## config.mk

```make
export PLATFORM = sky130hd
export DESIGN_NAME = ram_capture_writer
export DESIGN_NICKNAME = d
export VERILOG_FILES = /design/src/rtl/ram_capture_writer.sv
export SDC_FILE = /design/constraint.sdc
export NUM_CORES = 1
export LEC_CHECK = 0
export CELL_PAD_IN_SITES_DETAIL_PLACEMENT = 1
export CELL_PAD_IN_SITES_GLOBAL_PLACEMENT = 2
export CORE_UTILIZATION = 31
export CTS_CLUSTER_SIZE = 14
export DETAILED_ROUTE_END_ITERATION = 6
export PLACE_DENSITY = 0.8
export RECOVER_POWER = 50
export SLEW_MARGIN = 20
export SYNTH_ARGS = -nofsm -noshare
export SYNTH_HDL_FRONTEND = slang
export SYNTH_SLANG_ARGS = --single-unit
```

## constraint.sdc

```tcl
create_clock -name clk_i -period 2.07 [get_ports clk_i]
set_input_delay 0.414 -clock clk_i [delete_from_list [all_inputs] [get_ports clk_i]]
set_output_delay 0.414 -clock clk_i [all_outputs]
set_load 0.02 [all_outputs]
```

## src/rtl/ram_capture_writer.sv

```systemverilog
// ram_capture_writer: splits 16-bit ADC samples into two byte writes on the sample RAM write port.
// Revision 1.0 - initial release.
`default_nettype none

module ram_capture_writer #(
  parameter int ADDR_W = 9
) (
  input  logic              clk_i,
  input  logic              rst_i,
  input  logic              arm_i,
  input  logic              trig_i,
  input  logic [15:0]       sample_i,
  input  logic              sample_valid_i,
  output logic              ready_o,
  output logic [ADDR_W-1:0] waddr_o,
  output logic [7:0]        wdata_o,
  output logic              we_o,
  output logic              busy_o,
  output logic              done_o,
  output logic              overrun_o,
  output logic [ADDR_W-1:0] count_o
);

  typedef enum logic [2:0] {
    S_IDLE   = 3'd0,
    S_ARMED  = 3'd1,
    S_CAP_LO = 3'd2,
    S_CAP_HI = 3'd3,
    S_FULL   = 3'd4
  } state_t;

  state_t            state_q, state_d;
  logic [ADDR_W:0]   ptr_q, ptr_d;
  logic [7:0]        hold_q, hold_d;
  logic [ADDR_W-1:0] count_q, count_d;
  logic              overrun_q, overrun_d;
  logic              we_q, we_d;
  logic [ADDR_W-1:0] waddr_q, waddr_d;
  logic [7:0]        wdata_q, wdata_d;
  logic              ready_q, ready_d;
  logic              busy_q, busy_d;
  logic              done_q, done_d;

  always_ff @(posedge clk_i) begin
    if (rst_i) begin
      state_q   <= S_IDLE;
      ptr_q     <= '0;
      hold_q    <= '0;
      count_q   <= '0;
      overrun_q <= 1'b0;
      we_q      <= 1'b0;
      waddr_q   <= '0;
      wdata_q   <= '0;
      ready_q   <= 1'b0;
      busy_q    <= 1'b0;
      done_q    <= 1'b0;
    end else begin
      state_q   <= state_d;
      ptr_q     <= ptr_d;
      hold_q    <= hold_d;
      count_q   <= count_d;
      overrun_q <= overrun_d;
      we_q      <= we_d;
      waddr_q   <= waddr_d;
      wdata_q   <= wdata_d;
      ready_q   <= ready_d;
      busy_q    <= busy_d;
      done_q    <= done_d;
    end
  end

  always_comb begin
    state_d   = state_q;
    ptr_d     = ptr_q;
    hold_d    = hold_q;
    count_d   = count_q;
    overrun_d = overrun_q;
    we_d      = 1'b0;
    waddr_d   = waddr_q;
    wdata_d   = wdata_q;

    if (arm_i) begin
      // Re-arm wins over everything, including a pending high byte.
      state_d   = S_ARMED;
      ptr_d     = '0;
      count_d   = '0;
      overrun_d = 1'b0;
    end else begin
      case (state_q)
        S_IDLE: begin
          state_d = S_IDLE;
        end
        S_ARMED: begin
          if (trig_i) begin
            state_d = S_CAP_LO;
          end
        end
        S_CAP_LO: begin
          if (sample_valid_i) begin
            we_d    = 1'b1;
            waddr_d = ptr_q[ADDR_W-1:0];
            wdata_d = sample_i[7:0];
            hold_d  = sample_i[15:8];
            ptr_d   = ptr_q + {{ADDR_W{1'b0}}, 1'b1};
            state_d = S_CAP_HI;
          end
        end
        S_CAP_HI: begin
          we_d    = 1'b1;
          waddr_d = ptr_q[ADDR_W-1:0];
          wdata_d = hold_q;
          ptr_d   = ptr_q + {{ADDR_W{1'b0}}, 1'b1};
          count_d = count_q + {{(ADDR_W-1){1'b0}}, 1'b1};
          if (sample_valid_i) begin
            overrun_d = 1'b1;
          end
          // Carry into the extra pointer bit means the last address was just written.
          state_d = ptr_d[ADDR_W] ? S_FULL : S_CAP_LO;
        end
        S_FULL: begin
          state_d = S_FULL;
        end
        default: begin
          state_d = S_IDLE;
        end
      endcase
    end

    ready_d = (state_d == S_CAP_LO);
    // BUSY stays up through the final high-byte write; DONE follows one cycle later.
    busy_d  = (state_d == S_ARMED) || (state_d == S_CAP_LO) ||
              (state_d == S_CAP_HI) || we_d;
    done_d  = (state_q == S_FULL) && (state_d == S_FULL);
  end

  assign ready_o   = ready_q;
  assign waddr_o   = waddr_q;
  assign wdata_o   = wdata_q;
  assign we_o      = we_q;
  assign busy_o    = busy_q;
  assign done_o    = done_q;
  assign overrun_o = overrun_q;
  assign count_o   = count_q;

endmodule

`default_nettype wire

```

==> flow_metrics.env <==
export IMPL_area_growth_pct=31.7
export IMPL_portBuffers=51
export IMPL_place_ws_ns=0.0719
export IMPL_drv_slew=0
export IMPL_top_level_ports=52
export IMPL_r2r_end="wdata_o[2]$_SDFFE_PP0P_"
export IMPL_antenna_found_initial=0
export IMPL_power_density_nw_per_um2=599
export IMPL_synth_seq_area_share=0.477
export IMPL_drc=0
export IMPL_start_util=0.321
export IMPL_fin_crit_sh=0.890
export IMPL_yosysTopAreaCell="dfxtp_1"
export IMPL_period_minus_slack_ns=1.84
export IMPL_r2r_start="state_q[1]$_SDFF_PP0_"
export IMPL_async_reset_ff_frac=0
export IMPL_insertion_delay_ns=0.30
export IMPL_slowest_delay_ns=0.45
export IMPL_rrSetupSlack_ns=0.30
export IMPL_fin_nets=325
export IMPL_cts_resized=0
export IMPL_ys_seq_elements=52
export IMPL_fmax_mhz=543
export IMPL_grt_setup_unrepaired="no"
export IMPL_vias=1877
export IMPL_wl_per_cell_um=13.5
export IMPL_worst_slack_ns=0.228
export IMPL_path_class="in -> reg"
export IMPL_cts_buffers_inserted=5
export IMPL_drtIter0Drc=48
export IMPL_postPlaceCellArea_um2=2810
export IMPL_finalHoldViolCount=0
export IMPL_critPathTopFamily="simple AND/OR/NAND/NOR gates"
export IMPL_syn_area_um2=2180
export IMPL_synth_edf_count=0
export IMPL_ys_flop_type="dfxtp_1"
export IMPL_diodes=0
export IMPL_crit_fanout=25
export IMPL_rows=30
export IMPL_drt_total_wl_um=5400
export IMPL_slowest_stage="nor3b_1"
export IMPL_yosys_cell_count_top_type="dfxtp_1"
export IMPL_final_layout_size_suffix_gt1_frac=0.0594
export IMPL_start_kind="input port"
export IMPL_synth_cell_type_count=36
export IMPL_fillers=811
export IMPL_track_usage=0.156
export IMPL_grt_pass1_wl_um=8980
export IMPL_setup_tns_ns=0
export IMPL_cp_num_buf_inv=2
export IMPL_ant_nets=0
export IMPL_cp_end_kind="flip-flop"
export IMPL_power_total_mw=1.72
export IMPL_cts_root_buf="clkbuf_8"
export IMPL_synth_warnings=0
export IMPL_setup_viol_count_final=0
export IMPL_ff2ff_path_depth=5
export IMPL_arrival_ns=2.05
export IMPL_clock_path_buffers=2
export IMPL_grt_pass1_vias=1841
export IMPL_grt_max_degree=26
export IMPL_die_w_um=85.9
export IMPL_fin_skew_ns=0.00464
export IMPL_via_per_inst=4.70
export IMPL_die_h_um=85.9
export IMPL_htreeDepth=2
export IMPL_postCtsHoldBufs=0
export IMPL_firstDrtPassIters=4
export IMPL_overflow=0
export IMPL_syn_instance_count=250
export IMPL_syn_num_nets=273
export IMPL_hold_depth=2
export IMPL_worst_pin_slew_ns=0.823
export IMPL_post_cts_buffers=0
export IMPL_coreArea_um2=6790
export IMPL_synth_area_per_cell_um2=8.73
export IMPL_ir_drop_mv=0.207
export IMPL_worstHoldStart="waddr_o[8]$_SDFFE_PP0P_"
export IMPL_cts_tree="done"
export IMPL_synth_commonest_cells="52 x dfxtp_1, 42 x nand2_1, 37 x nor2_1, 17 x a21oi_1"
export IMPL_fp_dieArea_um2=7380
export IMPL_place_congestion=0.745
export IMPL_drv_cap=0
export IMPL_fin_area_um2=2870
export IMPL_status="complete, no violations"
export IMPL_hold_path_class="reg -> reg"
export IMPL_synth_area_leaders="dfxtp_1 48%, nand2_1 7.2%, nor2_1 6.4%"
export IMPL_place_inst=391
export IMPL_dp_hpwl_um=3830
export IMPL_min_to="waddr_o[8]$_SDFFE_PP0P_"
export IMPL_cts_sinks=52
export IMPL_crit_chain="clkdlybuf4s50_1, nor3b_1, and2_0, buf_12, nor2_1, a311oi_1"
export IMPL_p_leak_nw=1.02
export IMPL_synth_top_area_share=0.477
export IMPL_final_core_util=0.423
export IMPL_layoutNonFillerInstCount=399
export IMPL_slew_limit_headroom=0.451
export IMPL_cts_clk_slew_worst_paths_ns=0.09
export IMPL_timing_hold_ws_ns=0.457
export IMPL_required_ns=2.28
cells in the final DEF (no fill, tap or decap), types with 6 or more instances in the layout:
cell and instances:
nand3_1 8, clkbuf_8 6, dfxtp_1 52, a21oi_1 17
nand2_1 42, mux2i_1 8, nand4_1 6, nor2_1 37
xor2_1 8, clkdlybuf4s50_1 51
cells by family (layout without fill, tap and decap cells):
family / after synthesis / count (layout) / share of synthesized area
xor gates and xnor gates: 13 / 13 / 0.0522
AOI/OAI and AO/OA: 33 / 33 / 0.100
and+or+nand+nor: 125 / 125 / 0.278
buffers and inverters: 17 / 70 / 0.0441
DFF: 52 / 52 / 0.477
adders and majority gates: 2 / 2 / 0.0115
muxes: 8 / 8 / 0.0367
sequential cells by signal, indices dropped and copies added (netlist names):
signal / cells
ready_o: 1
busy_o: 1
state_q: 3
hold_q: 8
overrun_o: 1
wdata_o: 8
we_o: 1
count_o: 9
ptr_q: 10
waddr_o: 9
done_o: 1
per-layer routing:
metal / up-vias / track usage / share of wire
li1: 948 / - / -
met1: 885 / 0.203 / 0.50
met2: 39 / 0.253 / 0.45
met3: 5 / 0.0433 / 0.041
met4: 0 / 0.0455 / 0.0095
met5: - / 0 / 0
worst max path at each step:
stage,startpoint,end,depth (start not counted),slack [ns]
floorplan,sample_valid_i,wdata_o[5]$_SDFFE_PP0P_,7,0.64
global placement,sample_valid_i,wdata_o[7]$_SDFFE_PP0P_,7,0.17
detailed placement,sample_valid_i,wdata_o[2]$_SDFFE_PP0P_,7,0.07
CTS,count_o[2]$_SDFFE_PP0P_,count_o[2],1,0.22
global route,arm_i,wdata_o[4]$_SDFFE_PP0P_,6,0.10
finish,arm_i,wdata_o[2]$_SDFFE_PP0P_,6,0.23
worst reg2reg max path: cells and delay by family (launching register included):
family / cells / cell delay (ns)
simple gates: 3 / 0.78
buf+inv: 1 / 0.18
flops: 1 / 0.46
compound gates: 1 / 0.25
layout make-up:
type                            count  area, um^2  share of cell area
Tap cell                           96         120              0.0418
Multi-Input combinational cell    181        1030               0.360
Clock buffer                        8        90.1              0.0313
Inverter                            1        3.75             0.00131
Sequential cell                    52        1040               0.362
Timing Repair Buffer               61         586               0.204
where the power goes:
| part | switching, mW | internal [mW] |
|---|---|---|
| registers | 0.00683 | 1.01 |
| logic | 0.0553 | 0.0605 |
| clock network | 0.318 | 0.273 |
| total | 0.380 | 1.34 |
Power figures use the tool's default switching activity.
